<file path="src/rtl/cpu_structs_pkg.sv">
// ---------------------------------------------------------------------------
// cpu_structs_pkg
// Shared types for the writeback monitor: check codes (the code value is also
// the bit position in err_flags), monitor FSM states and the check count.
// ---------------------------------------------------------------------------
package cpu_structs_pkg;

    localparam int WB_NUM_CHK = 7;

    typedef enum logic [2:0] {
        CHK_RDY_HALT   = 3'd0,
        CHK_WR_NO_XFER = 3'd1,
        CHK_WR_NO_REQ  = 3'd2,
        CHK_ADDR_RANGE = 3'd3,
        CHK_X0_NONZERO = 3'd4,
        CHK_WAW        = 3'd5,
        CHK_TIMEOUT    = 3'd6
    } wb_chk_e;

    typedef enum logic [1:0] {
        ST_DISABLED = 2'd0,
        ST_ARMED    = 2'd1,
        ST_TRIPPED  = 2'd2
    } wb_mon_state_e;

endpackage

</file>
<file path="src/rtl/wb_monitor_if.sv">
// ---------------------------------------------------------------------------
// wb_monitor_if
// Per-channel memory-to-writeback and GPR write-port signals observed by the
// monitor. Arrays are indexed by writeback channel.
//   m2w_valid/m2w_rdy : memory stage beat; a beat is valid & rdy is not
//                       required here -- a "new write beat" is any cycle with
//                       m2w_valid & m2w_rd_wr, and m2w_rdy must never be high
//                       while the CPU is halted.
//   xfer_in/gpr_rd_wr : a GPR write (gpr_rd_wr) is only legal in a cycle with
//                       xfer_in high and m2w_rd_wr requesting it.
// modport master drives everything; modport slave (the monitor) only observes.
// ---------------------------------------------------------------------------
interface wb_monitor_if #(
    parameter int NUM_WB = 1,
    parameter int RSZ    = 32
) ();
    logic [NUM_WB-1:0]          m2w_valid;
    logic [NUM_WB-1:0]          m2w_rdy;
    logic [NUM_WB-1:0]          m2w_rd_wr;
    logic [NUM_WB-1:0]          xfer_in;
    logic [NUM_WB-1:0]          gpr_rd_wr;
    logic [NUM_WB-1:0][4:0]     m2w_rd_addr;
    logic [NUM_WB-1:0][4:0]     gpr_rd_addr;
    logic [NUM_WB-1:0][RSZ-1:0] m2w_rd_data;
    logic [NUM_WB-1:0][RSZ-1:0] gpr_rd_data;

    modport master (
        output m2w_valid, m2w_rdy, m2w_rd_wr, xfer_in, gpr_rd_wr,
        output m2w_rd_addr, gpr_rd_addr, m2w_rd_data, gpr_rd_data
    );

    modport slave (
        input m2w_valid, m2w_rdy, m2w_rd_wr, xfer_in, gpr_rd_wr,
        input m2w_rd_addr, gpr_rd_addr, m2w_rd_data, gpr_rd_data
    );
endinterface

</file>
<file path="src/rtl/wb_wdog.sv">
// ---------------------------------------------------------------------------
// wb_wdog
// Per-channel writeback watchdog. A write beat (start) arms the counter at 0;
// it counts every cycle until the channel's GPR write (done). expired is high
// in the cycle the counter is about to reach tmo_limit, so the registered flag
// in the parent lands tmo_limit+1 cycles after the beat. Fires once per beat.
// Ports:
//   clk_in, reset_in : clock, synchronous active-low reset
//   active           : monitor is checking; counter held at 0 otherwise
//   start, done      : beat seen / writeback seen on this channel
//   tmo_limit        : limit, 0 disables expiry
//   expired          : combinational timeout indication
// ---------------------------------------------------------------------------
module wb_wdog #(
    parameter int TMO_W = 8
) (
    input  logic             clk_in,
    input  logic             reset_in,
    input  logic             active,
    input  logic             start,
    input  logic             done,
    input  logic [TMO_W-1:0] tmo_limit,
    output logic             expired
);
    logic             running;
    logic [TMO_W-1:0] cnt;
    logic [TMO_W-1:0] cnt_inc;

    assign cnt_inc = cnt + TMO_W'(1);
    // A fresh beat or a completing writeback in the same cycle cancels expiry.
    assign expired = active && running && !start && !done &&
                     (tmo_limit != '0) && (cnt_inc == tmo_limit);

    always_ff @(posedge clk_in) begin
        if (!reset_in || !active) begin
            running <= 1'b0;
            cnt     <= '0;
        end else if (start) begin
            running <= 1'b1;
            cnt     <= '0;
        end else if (running) begin
            if (done || expired) begin
                running <= 1'b0;
                cnt     <= '0;
            end else begin
                cnt <= cnt_inc;
            end
        end
    end
endmodule

</file>
<file path="src/rtl/wb_monitor.sv">
// ---------------------------------------------------------------------------
// wb_monitor
// Protocol checker for CPU writeback channels. Evaluates seven checks per
// channel each cycle, latches sticky flags one cycle later, captures the
// first error (lowest code, then lowest channel) and raises a one-cycle IRQ
// when the monitor trips.
// Ports:
//   clk_in, reset_in  : clock, synchronous active-low reset
//   mon_en, clr_in    : enable checking / clear captured errors
//   cpu_halt          : CPU halted (m2w_rdy must stay low)
//   wb                : per-channel writeback signals (slave modport)
//   x0_rd_data        : live value of GPR x0
//   tmo_limit         : watchdog limit (0 disables)
//   err_flags         : sticky flag per check code
//   err_code/err_chan : first error captured while ARMED
//   err_cnt           : cycles with at least one error, saturating
//   err_irq           : pulse on ARMED->TRIPPED
//   state_out         : FSM state
// ---------------------------------------------------------------------------
module wb_monitor
    import cpu_structs_pkg::*;
#(
    parameter int NUM_WB  = 1,
    parameter int MAX_GPR = 32,
    parameter int RSZ     = 32,
    parameter int TMO_W   = 8,
    parameter int CNT_W   = 16
) (
    input  logic                  clk_in,
    input  logic                  reset_in,
    input  logic                  mon_en,
    input  logic                  clr_in,
    input  logic                  cpu_halt,
    wb_monitor_if.slave           wb,
    input  logic [RSZ-1:0]        x0_rd_data,
    input  logic [TMO_W-1:0]      tmo_limit,
    output logic [WB_NUM_CHK-1:0] err_flags,
    output logic [2:0]            err_code,
    output logic [1:0]            err_chan,
    output logic [CNT_W-1:0]      err_cnt,
    output logic                  err_irq,
    output logic [1:0]            state_out
);
    localparam logic [5:0] GPR_LIM = 6'(MAX_GPR);

    wb_mon_state_e                     state;
    logic                              active;
    logic [WB_NUM_CHK-1:0][NUM_WB-1:0] chk;
    logic [WB_NUM_CHK-1:0]             flags_now;
    logic                              any_err;
    logic [2:0]                        first_code;
    logic [1:0]                        first_chan;
    logic                              found;
    logic [NUM_WB-1:0]                 tmo_hit;
    logic [NUM_WB-1:0]                 x0_wr_now;
    logic [NUM_WB-1:0]                 x0_wr_q;

    assign active    = mon_en && (state != ST_DISABLED);
    assign state_out = state;

    for (genvar g = 0; g < NUM_WB; g++) begin : g_wdog
        wb_wdog #(.TMO_W(TMO_W)) u_wdog (
            .clk_in    (clk_in),
            .reset_in  (reset_in),
            .active    (active),
            .start     (wb.m2w_valid[g] & wb.m2w_rd_wr[g]),
            .done      (wb.gpr_rd_wr[g]),
            .tmo_limit (tmo_limit),
            .expired   (tmo_hit[g])
        );
    end

    // Raw per-code, per-channel violations for the current cycle.
    always_comb begin
        chk       = '0;
        x0_wr_now = '0;
        if (active) begin
            for (int i = 0; i < NUM_WB; i++) begin
                x0_wr_now[i] = wb.gpr_rd_wr[i] && (wb.gpr_rd_addr[i] == 5'd0);
                chk[CHK_RDY_HALT][i]   = wb.m2w_rdy[i] & cpu_halt;
                chk[CHK_WR_NO_XFER][i] = wb.gpr_rd_wr[i] & ~wb.xfer_in[i];
                chk[CHK_WR_NO_REQ][i]  = wb.gpr_rd_wr[i] & ~wb.m2w_rd_wr[i];
                chk[CHK_ADDR_RANGE][i] = wb.m2w_valid[i] &
                                         ({1'b0, wb.m2w_rd_addr[i]} >= GPR_LIM);
                // x0 must read back as zero the cycle after anyone wrote it.
                chk[CHK_X0_NONZERO][i] = x0_wr_q[i] & (x0_rd_data != '0);
                chk[CHK_TIMEOUT][i]    = tmo_hit[i];
                for (int j = 0; j < NUM_WB; j++) begin
                    if ((j != i) && wb.gpr_rd_wr[i] && wb.gpr_rd_wr[j] &&
                        (wb.gpr_rd_addr[i] == wb.gpr_rd_addr[j]) &&
                        (wb.gpr_rd_addr[i] != 5'd0)) begin
                        chk[CHK_WAW][i] = 1'b1;
                    end
                end
            end
        end
    end

    // Collapse to flags and pick the winner: code order first, then channel.
    always_comb begin
        flags_now  = '0;
        first_code = '0;
        first_chan = '0;
        found      = 1'b0;
        for (int c = 0; c < WB_NUM_CHK; c++) begin
            flags_now[c] = |chk[c];
            for (int i = 0; i < NUM_WB; i++) begin
                if (!found && chk[c][i]) begin
                    found      = 1'b1;
                    first_code = 3'(c);
                    first_chan = 2'(i);
                end
            end
        end
    end

    assign any_err = |flags_now;

    always_ff @(posedge clk_in) begin
        if (!reset_in) begin
            state     <= ST_DISABLED;
            err_flags <= '0;
            err_code  <= '0;
            err_chan  <= '0;
            err_cnt   <= '0;
            err_irq   <= 1'b0;
            x0_wr_q   <= '0;
        end else begin
            err_irq <= 1'b0;
            x0_wr_q <= x0_wr_now;
            // Clear beats a coincident error; that error is dropped.
            if (clr_in) begin
                err_flags <= '0;
                err_code  <= '0;
                err_chan  <= '0;
                err_cnt   <= '0;
            end else if (any_err) begin
                err_flags <= err_flags | flags_now;
                if (err_cnt != '1) begin
                    err_cnt <= err_cnt + CNT_W'(1);
                end
            end
            case (state)
                ST_DISABLED: begin
                    if (mon_en) state <= ST_ARMED;
                end
                ST_ARMED: begin
                    if (!mon_en) begin
                        state <= ST_DISABLED;
                    end else if (any_err && !clr_in) begin
                        state    <= ST_TRIPPED;
                        err_irq  <= 1'b1;
                        err_code <= first_code;
                        err_chan <= first_chan;
                    end
                end
                ST_TRIPPED: begin
                    if (!mon_en)     state <= ST_DISABLED;
                    else if (clr_in) state <= ST_ARMED;
                end
                default: state <= ST_DISABLED;
            endcase
        end
    end
endmodule

</file>
<file path="src/flat_wrapper.sv">
// flat-port wrapper written by rule: the top's interface ports become plain ports
module wb_monitor_flat import cpu_structs_pkg::*;
#(
    parameter int NUM_WB  = 1,
    parameter int MAX_GPR = 32,
    parameter int RSZ     = 32,
    parameter int TMO_W   = 8,
    parameter int CNT_W   = 16
)
  (clk_in, reset_in, mon_en, clr_in, cpu_halt, x0_rd_data, tmo_limit, err_flags, err_code, err_chan, err_cnt, err_irq, state_out, wb_m2w_valid, wb_m2w_rdy, wb_m2w_rd_wr, wb_xfer_in, wb_gpr_rd_wr, wb_m2w_rd_addr, wb_gpr_rd_addr, wb_m2w_rd_data, wb_gpr_rd_data);
  wb_monitor_if #(.NUM_WB(NUM_WB), .RSZ(RSZ)) wb_i ();
  input  logic clk_in;
  input  logic reset_in;
  input  logic mon_en;
  input  logic clr_in;
  input  logic cpu_halt;
  input  logic [RSZ-1:0] x0_rd_data;
  input  logic [TMO_W-1:0] tmo_limit;
  output logic [WB_NUM_CHK-1:0] err_flags;
  output logic [2:0] err_code;
  output logic [1:0] err_chan;
  output logic [CNT_W-1:0] err_cnt;
  output logic err_irq;
  output logic [1:0] state_out;
  input wire logic [$bits(wb_i.m2w_valid)-1:0] wb_m2w_valid;
  input wire logic [$bits(wb_i.m2w_rdy)-1:0] wb_m2w_rdy;
  input wire logic [$bits(wb_i.m2w_rd_wr)-1:0] wb_m2w_rd_wr;
  input wire logic [$bits(wb_i.xfer_in)-1:0] wb_xfer_in;
  input wire logic [$bits(wb_i.gpr_rd_wr)-1:0] wb_gpr_rd_wr;
  input wire logic [$bits(wb_i.m2w_rd_addr)-1:0] wb_m2w_rd_addr;
  input wire logic [$bits(wb_i.gpr_rd_addr)-1:0] wb_gpr_rd_addr;
  input wire logic [$bits(wb_i.m2w_rd_data)-1:0] wb_m2w_rd_data;
  input wire logic [$bits(wb_i.gpr_rd_data)-1:0] wb_gpr_rd_data;
  assign wb_i.m2w_valid = wb_m2w_valid;
  assign wb_i.m2w_rdy = wb_m2w_rdy;
  assign wb_i.m2w_rd_wr = wb_m2w_rd_wr;
  assign wb_i.xfer_in = wb_xfer_in;
  assign wb_i.gpr_rd_wr = wb_gpr_rd_wr;
  assign wb_i.m2w_rd_addr = wb_m2w_rd_addr;
  assign wb_i.gpr_rd_addr = wb_gpr_rd_addr;
  assign wb_i.m2w_rd_data = wb_m2w_rd_data;
  assign wb_i.gpr_rd_data = wb_gpr_rd_data;
  wb_monitor #(.NUM_WB(NUM_WB), .MAX_GPR(MAX_GPR), .RSZ(RSZ), .TMO_W(TMO_W), .CNT_W(CNT_W)) u_core (.clk_in(clk_in), .reset_in(reset_in), .mon_en(mon_en), .clr_in(clr_in), .cpu_halt(cpu_halt), .wb(wb_i), .x0_rd_data(x0_rd_data), .tmo_limit(tmo_limit), .err_flags(err_flags), .err_code(err_code), .err_chan(err_chan), .err_cnt(err_cnt), .err_irq(err_irq), .state_out(state_out));
endmodule
</file>
<file path="config.mk">
export PLATFORM = sky130hd
export DESIGN_NAME = wb_monitor_flat
export DESIGN_NICKNAME = d
export VERILOG_FILES = /design/src/rtl/cpu_structs_pkg.sv /design/src/rtl/wb_monitor_if.sv /design/src/rtl/wb_wdog.sv /design/src/rtl/wb_monitor.sv /design/src/flat_wrapper.sv
export SDC_FILE = /design/constraint.sdc
export NUM_CORES = 1
export LEC_CHECK = 0
export BUFFER_PORTS_ARGS = -buffer_cell sky130_fd_sc_hd__buf_2
export CAP_MARGIN = 20
export CORE_ASPECT_RATIO = 0.75
export CORE_MARGIN = 10
export CORE_UTILIZATION = 36
export DETAILED_ROUTE_END_ITERATION = 8
export PLACE_DENSITY = 0.73
export REMOVE_ABC_BUFFERS = 1
export SYNTH_ARGS = -nofsm -noshare
export SYNTH_HDL_FRONTEND = slang
export SYNTH_SLANG_ARGS = --single-unit
</file>
<file path="constraint.sdc">
create_clock -name clk_in -period 2.5 [get_ports clk_in]
set_input_delay 0 -clock clk_in [delete_from_list [all_inputs] [get_ports clk_in]]
set_output_delay 0 -clock clk_in [all_outputs]
set_load 0.005 [all_outputs]
</file>
# After elaboration in Yosys (flattened, before gate mapping)
# Index checks and enable logic that the tools add are counted.
[totals] reg_bits=41 out_inout_bits=31 input_bits=124 word_cells=95
[classes] n_reduce_logical=37 bitwise_logic=9 eq_ne=7 n_addsub=2 n_mux=31
[ops] operator="nonzero test 32 bit" count=1
[ops] operator="2-to-1 mux 3 bit" count=8
[ops] operator="2-to-1 mux 2 bit" count=9
[ops] operator="adder 16 x 1 -> 16 bit, second input constant" count=1
[ops] operator="inequality test 16 bit, second input constant" count=1
[ops] operator="logical AND 1 bit" count=13
[ops] operator="2-to-1 mux 1 bit" count=11
[ops] operator="logical NOT 1 bit" count=10
[ops] operator="adder 8 x 1 -> 8 bit, second input constant" count=1
[ops] operator="== test 8 bit" count=1
[ops] operator="2-to-1 mux 8 bit" count=1
[ops] operator="nonzero test 8 bit" count=1
[ops] operator="OR 7 bit" count=1
[ops] operator="one-hot mux 2 bit (3 select lines)" count=1
[ops] operator="AND reduction 3 bit" count=2
[ops] operator="OR reduction 6 bit" count=1
[ops] operator="AND 1 bit" count=5
[ops] operator="logical NOT 5 bit" count=1
[ops] operator="2-to-1 mux 5 bit" count=1
[ops] operator="AND reduction 2 bit" count=2
[ops] operator="OR reduction 2 bit" count=2
[ops] operator="inequality test 3 x 2 -> 1 bit, second input constant" count=1
[ops] operator="inequality test 3 bit, second input constant" count=1
[ops] operator="inverter 1 bit" count=3
[ops] operator="other kinds (6)" count=7

# Depth between registers and ports, before layout
# Gate-level depths: netlist of run 1.
[logic_depth] word_depth=22 mapped_depth=11 ltp_nobuf=8

# Cells and area by module
# Synthesis of run 1 repeated with hierarchy kept, for this count alone.
[unflattened] hier_cells=293 hier_area_um2=2477.4
[modules_own_cells] mod="wb_monitor" area_per_inst_um2=1722.9 cells_each=199 seq_area_each_um2=600.6 instances=1
[modules_own_cells] mod="wb_wdog" area_per_inst_um2=754.5 cells_each=94 seq_area_each_um2=180.2 instances=1

# Least setup slack after synthesis of run 1
# Ideal clock, no wire load.
[synth_path] path_kind="flip-flop to flip-flop" startpoint="register u_core.g_wdog[0].u_wdog.cnt[0]" endpoint="register u_core.err_cnt[13]" path_slack_ns=0.020 path_stages_with_launch=10 synth_period_minus_slack_ns=2.480 path_buffers=1 setup_time_ns=0.059 arrival_time_ns=2.421 t_required_ns=2.441 path_cell_list="dfxtp_1 -> ha_1 -> xnor2_1 -> nand2_1 -> or4_4 -> o31ai_4 -> o21ai_2 -> buf_6 -> or4_1 -> nand2_1"
[synth_via] elab_chain_len=6
[synth_rtl] item="start: declaration" line_no="wb_wdog.sv:26" source="logic [TMO_W-1:0] cnt;"
[synth_rtl] item="start signal: assignment" line_no="wb_wdog.sv:46" source="cnt <= cnt_inc;"
[synth_rtl] item="adder 8 x 1 -> 8 bit" line_no="wb_wdog.sv:29" source="assign cnt_inc = cnt + TMO_W'(1);"
[synth_rtl] item="== test 8 bit" line_no="wb_wdog.sv:32" source="(tmo_limit != '0) && (cnt_inc == tmo_limit);"
[synth_rtl] item="logical AND 1 bit" line_no="wb_wdog.sv:32"
[synth_rtl] item="2-to-1 mux 1 bit" line_no="wb_monitor.sv:77" source="if (active) begin"
[synth_rtl] item="OR reduction 6 bit" line_no="wb_monitor.sv:117" source="assign any_err = |flags_now;"
[synth_rtl] item="AND reduction 2 bit (no source line)"
[synth_rtl] item="end signal: assignment" line_no="wb_monitor.sv:140" source="err_cnt <= err_cnt + CNT_W'(1);"
[synth_rtl] item="end: declaration" line_no="wb_monitor.sv:40" source="output logic [CNT_W-1:0] err_cnt,"
# No other way between the ends.
# A chain may end at the register's enable or synchronous reset.

# Final worst setup path of run 1
[layout_path] startpoint="register u_core.g_wdog[0].u_wdog.cnt[1]" endpoint="register u_core.err_cnt[5]"
# Same word-level chain as after synthesis.

==> key figures, run 1 <==
Status
  – Status: finished, violations left
  – Failing checks: negative setup slack

Final layout
  – Design area: 2880 sq um
  – Layout cells sized above 1: 36.7%
  – Antenna cell count: 0
  – Post-layout util: 53.0%
  – Nets: 479
  – Layout Area Growth over Synthesis: 40.1%

Synth
  – Synthesized instance count: 251
  – EDFF count, synth: 0
  – Synth warn: 0
  – Sequential-to-total area share from yosys stat: 38.0%
  – Post-synth ARST share: 0%
  – Syn Std Cell Area: 2060 sq um
  – Synth Flop Type: dfxtp_1
  – Synth Register Bits: 39
  – Post-Synthesis Mean Instance Area: 8.20 sq um
  – Post-synth cell types: 46

Critical path
  – Critical path, cell by cell: ha_4 -> xnor2_2 -> nand2_1 -> or4_4 -> o31ai_4 -> o21ai_4 -> or4_4 -> a21oi_2
  – Slowest stage delay, CP: 550 ps
  – Worst R2R End: u_core.err_cnt[5]$_SDFFE_PP0P_
  – Worst setup SP type: flop
  – Launch point of the worst reg-to-reg path: u_core.g_wdog[0].u_wdog.cnt[1]$_SDFFE_PP0P_
  – Required @ worst endpoint: 2710 ps
  – CP arrival: 2780 ps
  – Bufs and invs on worst path: 0
  – Crit-path leading delay family: simple AND/OR/NAND/NOR gates
  – CP Capture Type: flop
  – R2R cell count: 8
  – R2R Setup Slk: -70 ps
  – CP max stage cell: or4_4
  – Kind of critical path: reg2reg
  – Crit-path max FO: 6
  – Most used cell, CP: or4_4

Routing
  – Drt drc: 0
  – 1st-iter DRT viols: 166
  – Drt first pass iters: 4
  – Final WL: 6.46 mm
  – Vias/cell: 5.21
  – DR WL/cell: 15.0 um
  – Post-DRT Antenna Nets: 0
  – Routed via count: 2233

Floorplanning
  – Chip height: 85.5 um
  – Die ar.: 9170 sq um
  – Die Wd: 107 um
  – Starting Density: 37.8%
  – I/O pins: 155
  – Core Rows: 23
  – Core Box Area: 5440 sq um

Place
  – GP Congestion: 0.867
  – HPWL after DPL: 5.07 mm
  – Area after DPL: 2610 sq um
  – I/O Buffers: 83

Clock network
  – CTS tree: built
  – CTS Sinks: 39
  – CTS Buffer Depth: 2
  – Clock transition at the registers of the reported paths: 80 ps
  – CTS H-tree depth: 2
  – Worst skew pair latency: 290 ps
  – Root Buffer: clkbuf_8
  – CTS buffer count: 5

Timing
  – Fmax: 389 MHz
  – Unrepaired setup endpoints after global routing: yes
  – Worst-margin pin slew: 850 ps
  – Worst Clk Skew: 3.15 ps
  – Final Setup Violations: 4
  – Slew Limit Fails: 0
  – Part of the cycle the worst path needs: 103%
  – Worst slew margin: 43.2%
  – Hold Fails Final Rpt: 0
  – Final Worst Setup Slack: -68.0 ps
  – Minimum clock period: 2570 ps

Power
  – P_int: 1.00 mW
  – P per Cell Area: 449 nW/um^2
  – Power share of the sequential group: 48.3%
  – Net Sw Frac: 22.4%
  – VDD IR-drop max: 0.000265 V
  – Net Sw Power: 0.289 mW
  – Leak Pwr: 1.25 nW
  – Clock power frac: 42.8%
  – Gate power share: 8.9%

Global route
  – Global route total overflow: 0
  – Tot GR Track Use: 13.3%
  – Initial antenna violation count: 1
  – Vias in the first global route: 2158
  – Global-route wire length before repair: 10.2 mm
  – Largest net degree at the start of global routing: 22

Worst hold path
  – Hold-critical path depth: 3
  – Hold path start: clr_in
  – Hold EP: u_core.state_out[0]$_SDFFE_PN0P_
  – Worst hold path class: in2reg

Flow run
  – Max Cap Viol: 0
-- cell type report --
cell class	count	area (sq um)
clock buffer	6	82.6
clock inverter	2	35.0
fill	529	2560
inverter	6	22.5
multi-input combinational	196	1270
sequential	39	785
tap	75	93.8
timing repair buffer	105	594
-- sequential cells by signal (all words and copies together), names as in the netlist --
name,flops
u_core.err_cnt,16
u_core.err_flags,5
u_core.err_irq,1
u_core.state_out,2
u_core.g_wdog.u_wdog.cnt,8
u_core.err_chan,2
u_core.g_wdog.u_wdog.running,1
u_core.err_code,3
u_core.x0_wr_q,1
-- per-layer routing --
layer / vias to the layer above / track usage (%) / wire length [um]
li1: 1130 / - / -
met1: 1032 / 15.4 / 2820
met2: 65 / 21.9 / 2950
met3: 6 / 5.44 / 606
met4: 0 / 4.42 / 78
met5: - / 0 / 0
-- worst register-to-register path: cells and delay by family (launching register included) --
family | cells | cell delay [ps]
fa+ha+maj | 1 | 250
flops | 1 | 340
compound gates | 3 | 620
simple gates | 3 | 1130
xor+xnor | 1 | 150
-- layout by cell type (no fill, tap or decap), types with 5 or more instances in the layout --
master / n
nor3_1: 9
xor2_1: 9
inv_1: 6
buf_2: 84
a21oi_1: 11
clkbuf_8: 6
o21a_1: 9
dlygate4sd3_1: 5
nor4_1: 11
nor2_1: 27
o21ai_0: 8
nand2_1: 19
dfxtp_1: 36
buf_4: 15
nand3_1: 14
o211ai_1: 6
and3_1: 6
-- through the flow --
stage	power (mW)	setup slack, ps	hold slack [ps]	setup TNS [ps]	instances
5_1_grt	1.35	-133	26.3	-589	429
3_5_place_dp	0.743	-4.62	169	-4.62	413
2_1_floorplan	0.678	-108	75.2	-311	240
6_report	1.29	-68.0	13.2	-157	429
4_1_cts	1.30	-33.4	7.72	-56.2	426
3_3_place_gp	0.741	21.2	169	0	413
-- cell usage after synthesis, drive strengths merged (2+ instances only) --
cell type,n,area (sq um)
buf,6,46.3
nand3,14,70.1
nand4,4,25.0
nor2,27,101
nor3b,3,22.5
a21o,4,30.0
a21oi,12,60.1
o21a,9,67.6
or2,3,18.8
o21ai,11,58.8
ha,2,25.0
nor3,9,45.0
or4,6,48.8
o22ai,4,25.0
o211ai,6,45.0
o31ai,5,56.3
nor4,11,68.8
clkbuf,6,22.5
or3,4,25.0
inv,6,22.5
a211oi,2,15.0
xnor2,4,35.0
xor2,10,87.6
dfxtp,39,781
and3,6,37.5
nand2,19,71.3
and2,2,12.5
a31oi,4,25.0
nor2b,3,18.8
-- power by group through the flow --
stage	Sequential [mW]	Combinational [mW]	Clock [mW]
CTS	0.624	0.110	0.566
floorplan	0.639	0.0385	0
global route	0.625	0.127	0.601
finish	0.624	0.115	0.553
detailed placement	0.639	0.104	0
global placement	0.639	0.102	0
-- cell families (layout without fill, tap and decap cells) --
group | after synthesis | count (layout) | synth area share, %
buf+inv | 18 | 119 | 4.44
compound gates | 61 | 62 | 20.4
mux | 2 | 2 | 1.03
simple gates | 114 | 114 | 28.8
fa+ha+maj | 2 | 2 | 1.22
xor+xnor | 14 | 14 | 5.96
other cells | 1 | 2 | 0.182
flops | 39 | 39 | 38.0
-- how the worst max path moves through the flow --
stage | startpoint | to | cells past startpoint
floorplan | u_core.g_wdog[0].u_wdog.cnt[0]$_SDFFE_PP0P_ | u_core.err_cnt[14]$_SDFFE_PP0P_ | 8
global placement | u_core.g_wdog[0].u_wdog.cnt[0]$_SDFFE_PP0P_ | u_core.err_cnt[5]$_SDFFE_PP0P_ | 8
detailed placement | u_core.g_wdog[0].u_wdog.cnt[0]$_SDFFE_PP0P_ | u_core.err_cnt[5]$_SDFFE_PP0P_ | 8
CTS | u_core.g_wdog[0].u_wdog.cnt[0]$_SDFFE_PP0P_ | u_core.err_cnt[5]$_SDFFE_PP0P_ | 8
global route | u_core.g_wdog[0].u_wdog.cnt[1]$_SDFFE_PP0P_ | u_core.err_cnt[14]$_SDFFE_PP0P_ | 10
finish | u_core.g_wdog[0].u_wdog.cnt[1]$_SDFFE_PP0P_ | u_core.err_cnt[5]$_SDFFE_PP0P_ | 8
-- what timing repair did --
item                                    4_1_cts  5_1_grt
hold buffers                                  5        0
pin swaps                                     0       15
endpoints found under the setup margin        1       18
resized for setup                             1       16
setup buffers                                 0        1
endpoints found under the hold margin         3        0
gates cloned                                  0        2
(Power assumes the default switching activity.)
==> run 2: changes to the inputs <==
--- a/config.mk
+++ b/config.mk
@@ -12,6 +12,7 @@
 export CORE_UTILIZATION = 36
 export DETAILED_ROUTE_END_ITERATION = 8
 export PLACE_DENSITY = 0.73
+export RECOVER_POWER = 50
 export REMOVE_ABC_BUFFERS = 1
 export SYNTH_ARGS = -nofsm -noshare
 export SYNTH_HDL_FRONTEND = slang
==> run 2 against run 1 <==
Global-route usage stayed put. Cell count is the same. Power fell by 0.28%. First-iteration DRC count is 32% lower. Cell area is 0.91% lower. The run still ends with negative setup slack left. Non-clock buffer count is the same. Clock-buffer cell count is the same. Critical path depth did not move. Setup slack got worse by 2.1 ps. Critical endpoint unchanged. Clock power barely moved. Largest cell class unchanged. Highest routed layer unchanged.
==> key figures, run 2 (same netlist as run 1, synthesis figures left out) <==
Critical path
  – CP arrival: 2780 ps
  – CP Capture Type: flop
  – Crit-path max FO: 6
  – Required @ worst endpoint: 2710 ps
  – Kind of critical path: reg2reg
  – Worst setup SP type: flop

Final layout
  – Post-layout util: 52.5%
  – Most common cell after layout, fill and taps aside: buf_2
  – Layout Area Growth over Synthesis: 38.8%
  – Nets: 479
  – Number of flip-flops under the largest register name: 16
  – Layout cells sized above 1: 30.8%
  – Most frequent cells in the layout: buf_2, dfxtp_1, nor2_1
  – Largest register by flop count: u_core.err_cnt
  – Antenna cell count: 0
  – Largest registers: u_core.err_cnt: 16 flops, u_core.g_wdog.u_wdog.cnt: 8 flops, u_core.err_flags: 5 flops

Timing
  – Hold Fails Final Rpt: 0
  – Slew Limit Fails: 0
  – Worst Clk Skew: 2.13 ps
  – Final Worst Setup Slack: -70.1 ps
  – Setup TNS: -158 ps
  – Part of the cycle the worst path needs: 103%
  – Minimum clock period: 2570 ps
  – Worst slew margin: 44.3%
  – Worst-margin pin slew: 834 ps
  – Unrepaired setup endpoints after global routing: yes
  – Fmax: 389 MHz
  – Final Setup Violations: 4

Routing
  – Post-DRT Antenna Nets: 0
  – Final WL: 6.44 mm
  – Vias/cell: 5.25
  – Routed via count: 2252
  – Drt drc: 0
  – DR WL/cell: 15.0 um
  – 1st-iter DRT viols: 113
  – Drt first pass iters: 4

Power
  – Power share of the sequential group: 48.4%
  – Net Sw Frac: 22.2%
  – Clock power frac: 42.7%
  – VDD IR-drop max: 0.000265 V
  – P per Cell Area: 452 nW/um^2
  – Leak Pwr: 1.16 nW
  – Net Sw Power: 0.286 mW
  – Gate power share: 8.9%
  – P_int: 1.00 mW

Global route
  – Largest net degree at the start of global routing: 22
  – Vias in the first global route: 2158
  – Global-route wire length before repair: 10.2 mm
  – Initial antenna violation count: 1
  – Tot GR Track Use: 13.3%
  – Global route total overflow: 0

Clock network
  – CTS tree: built
  – CTS buffer count: 5
  – CTS Sinks: 39
  – Root Buffer: clkbuf_8
  – CTS Buffer Depth: 2
  – CTS H-tree depth: 2
  – Worst skew pair latency: 290 ps
  – Clock transition at the registers of the reported paths: 80 ps

Floorplanning
  – Core Box Area: 5440 sq um
  – Die ar.: 9170 sq um
  – Chip height: 85.5 um
  – I/O pins: 155
  – Core Rows: 23
  – Die Wd: 107 um
  – Starting Density: 37.8%

Place
  – GP Congestion: 0.867
  – HPWL after DPL: 5.07 mm
  – I/O Buffers: 83

Status
  – Failing checks: negative setup slack
  – Status: finished, violations left

Flow run
  – Max Cap Viol: 0

Worst hold path
  – Worst hold path class: in2reg
[run 2: changes by cell type in the layout (fill, tap and decap cells not counted)]
cell / previous run / this run
buf_2: 84 / 63
clkbuf_1: 0 / 21
[run 2: metal layers]
metal | vias up | part of all wire (%) | wire length (um) | global-route usage, %
met5 | - | 0 | 0 | 0
met4 | 0 | 1.4 | 92 | 4.42
met3 | 12 | 10 | 641 | 5.44
met2 | 80 | 46 | 2960 | 21.9
met1 | 1029 | 43 | 2750 | 15.4
li1 | 1131 | - | - | -
[run 2: final cells by class]
class	count	area, sq um
clock buffer	6	82.6
clock inverter	2	35.0
fill	540	2580
inverter	6	22.5
multi-input combinational	196	1270
sequential	39	785
tap	75	93.8
timing repair buffer	105	568
[run 2: what timing repair did]
action                     in CTS  in global routing
gates cloned                    0                  2
hold endpoints to repair        3                  0
setup endpoints to repair       1                 18
resized for setup               1                 16
pin swaps                       0                 15
setup buffers                   0                  1
hold buffers                    5                  0
[run 2: worst max-delay path: stages, from the launching register on]
cell and delay [ps]:
dfxtp_2 340, ha_4 250, xnor2_2 150, nand2_1 70, or4_4 550, o31ai_4 350, o21ai_4 140, or4_4 510
a21oi_2 130
[run 2: final timing paths]
kind | start | end | slack, ps | cells past startpoint
worst max-delay path | u_core.g_wdog[0].u_wdog.cnt[1]$_SDFFE_PP0P_ | u_core.err_cnt[5]$_SDFFE_PP0P_ | -70 | 8
worst min-delay path | clr_in | u_core.state_out[0]$_SDFFE_PN0P_ | 20 | 3
worst max register to register | u_core.g_wdog[0].u_wdog.cnt[1]$_SDFFE_PP0P_ | u_core.err_cnt[5]$_SDFFE_PP0P_ | -70 | 8
worst min register to register | u_core.err_flags[4]$_SDFFE_PP0N_ | u_core.err_flags[4]$_SDFFE_PP0N_ | 450 | 2
[run 2: power groups by stage]
stage | logic (mW) | registers [mW] | clock network, mW
final | 0.115 | 0.624 | 0.550
after global routing | 0.127 | 0.625 | 0.601
after CTS | 0.110 | 0.624 | 0.566
after detailed placement | 0.104 | 0.639 | 0
after global placement | 0.102 | 0.639 | 0
after floorplan | 0.0385 | 0.639 | 0
[run 2: metrics by stage]
| stage | cell area, sq um | instances | hold slack, ps | worst slack [ps] | total power [mW] |
|---|---|---|---|---|---|
| floorplan | 1990 | 240 | 75.2 | -108 | 0.678 |
| global placement | 2610 | 413 | 169 | 21.2 | 0.741 |
| detailed placement | 2610 | 413 | 169 | -4.62 | 0.743 |
| CTS | 2790 | 426 | 7.72 | -33.4 | 1.30 |
| global route | 2860 | 429 | 26.3 | -133 | 1.35 |
| finish | 2860 | 429 | 15.4 | -70.1 | 1.29 |
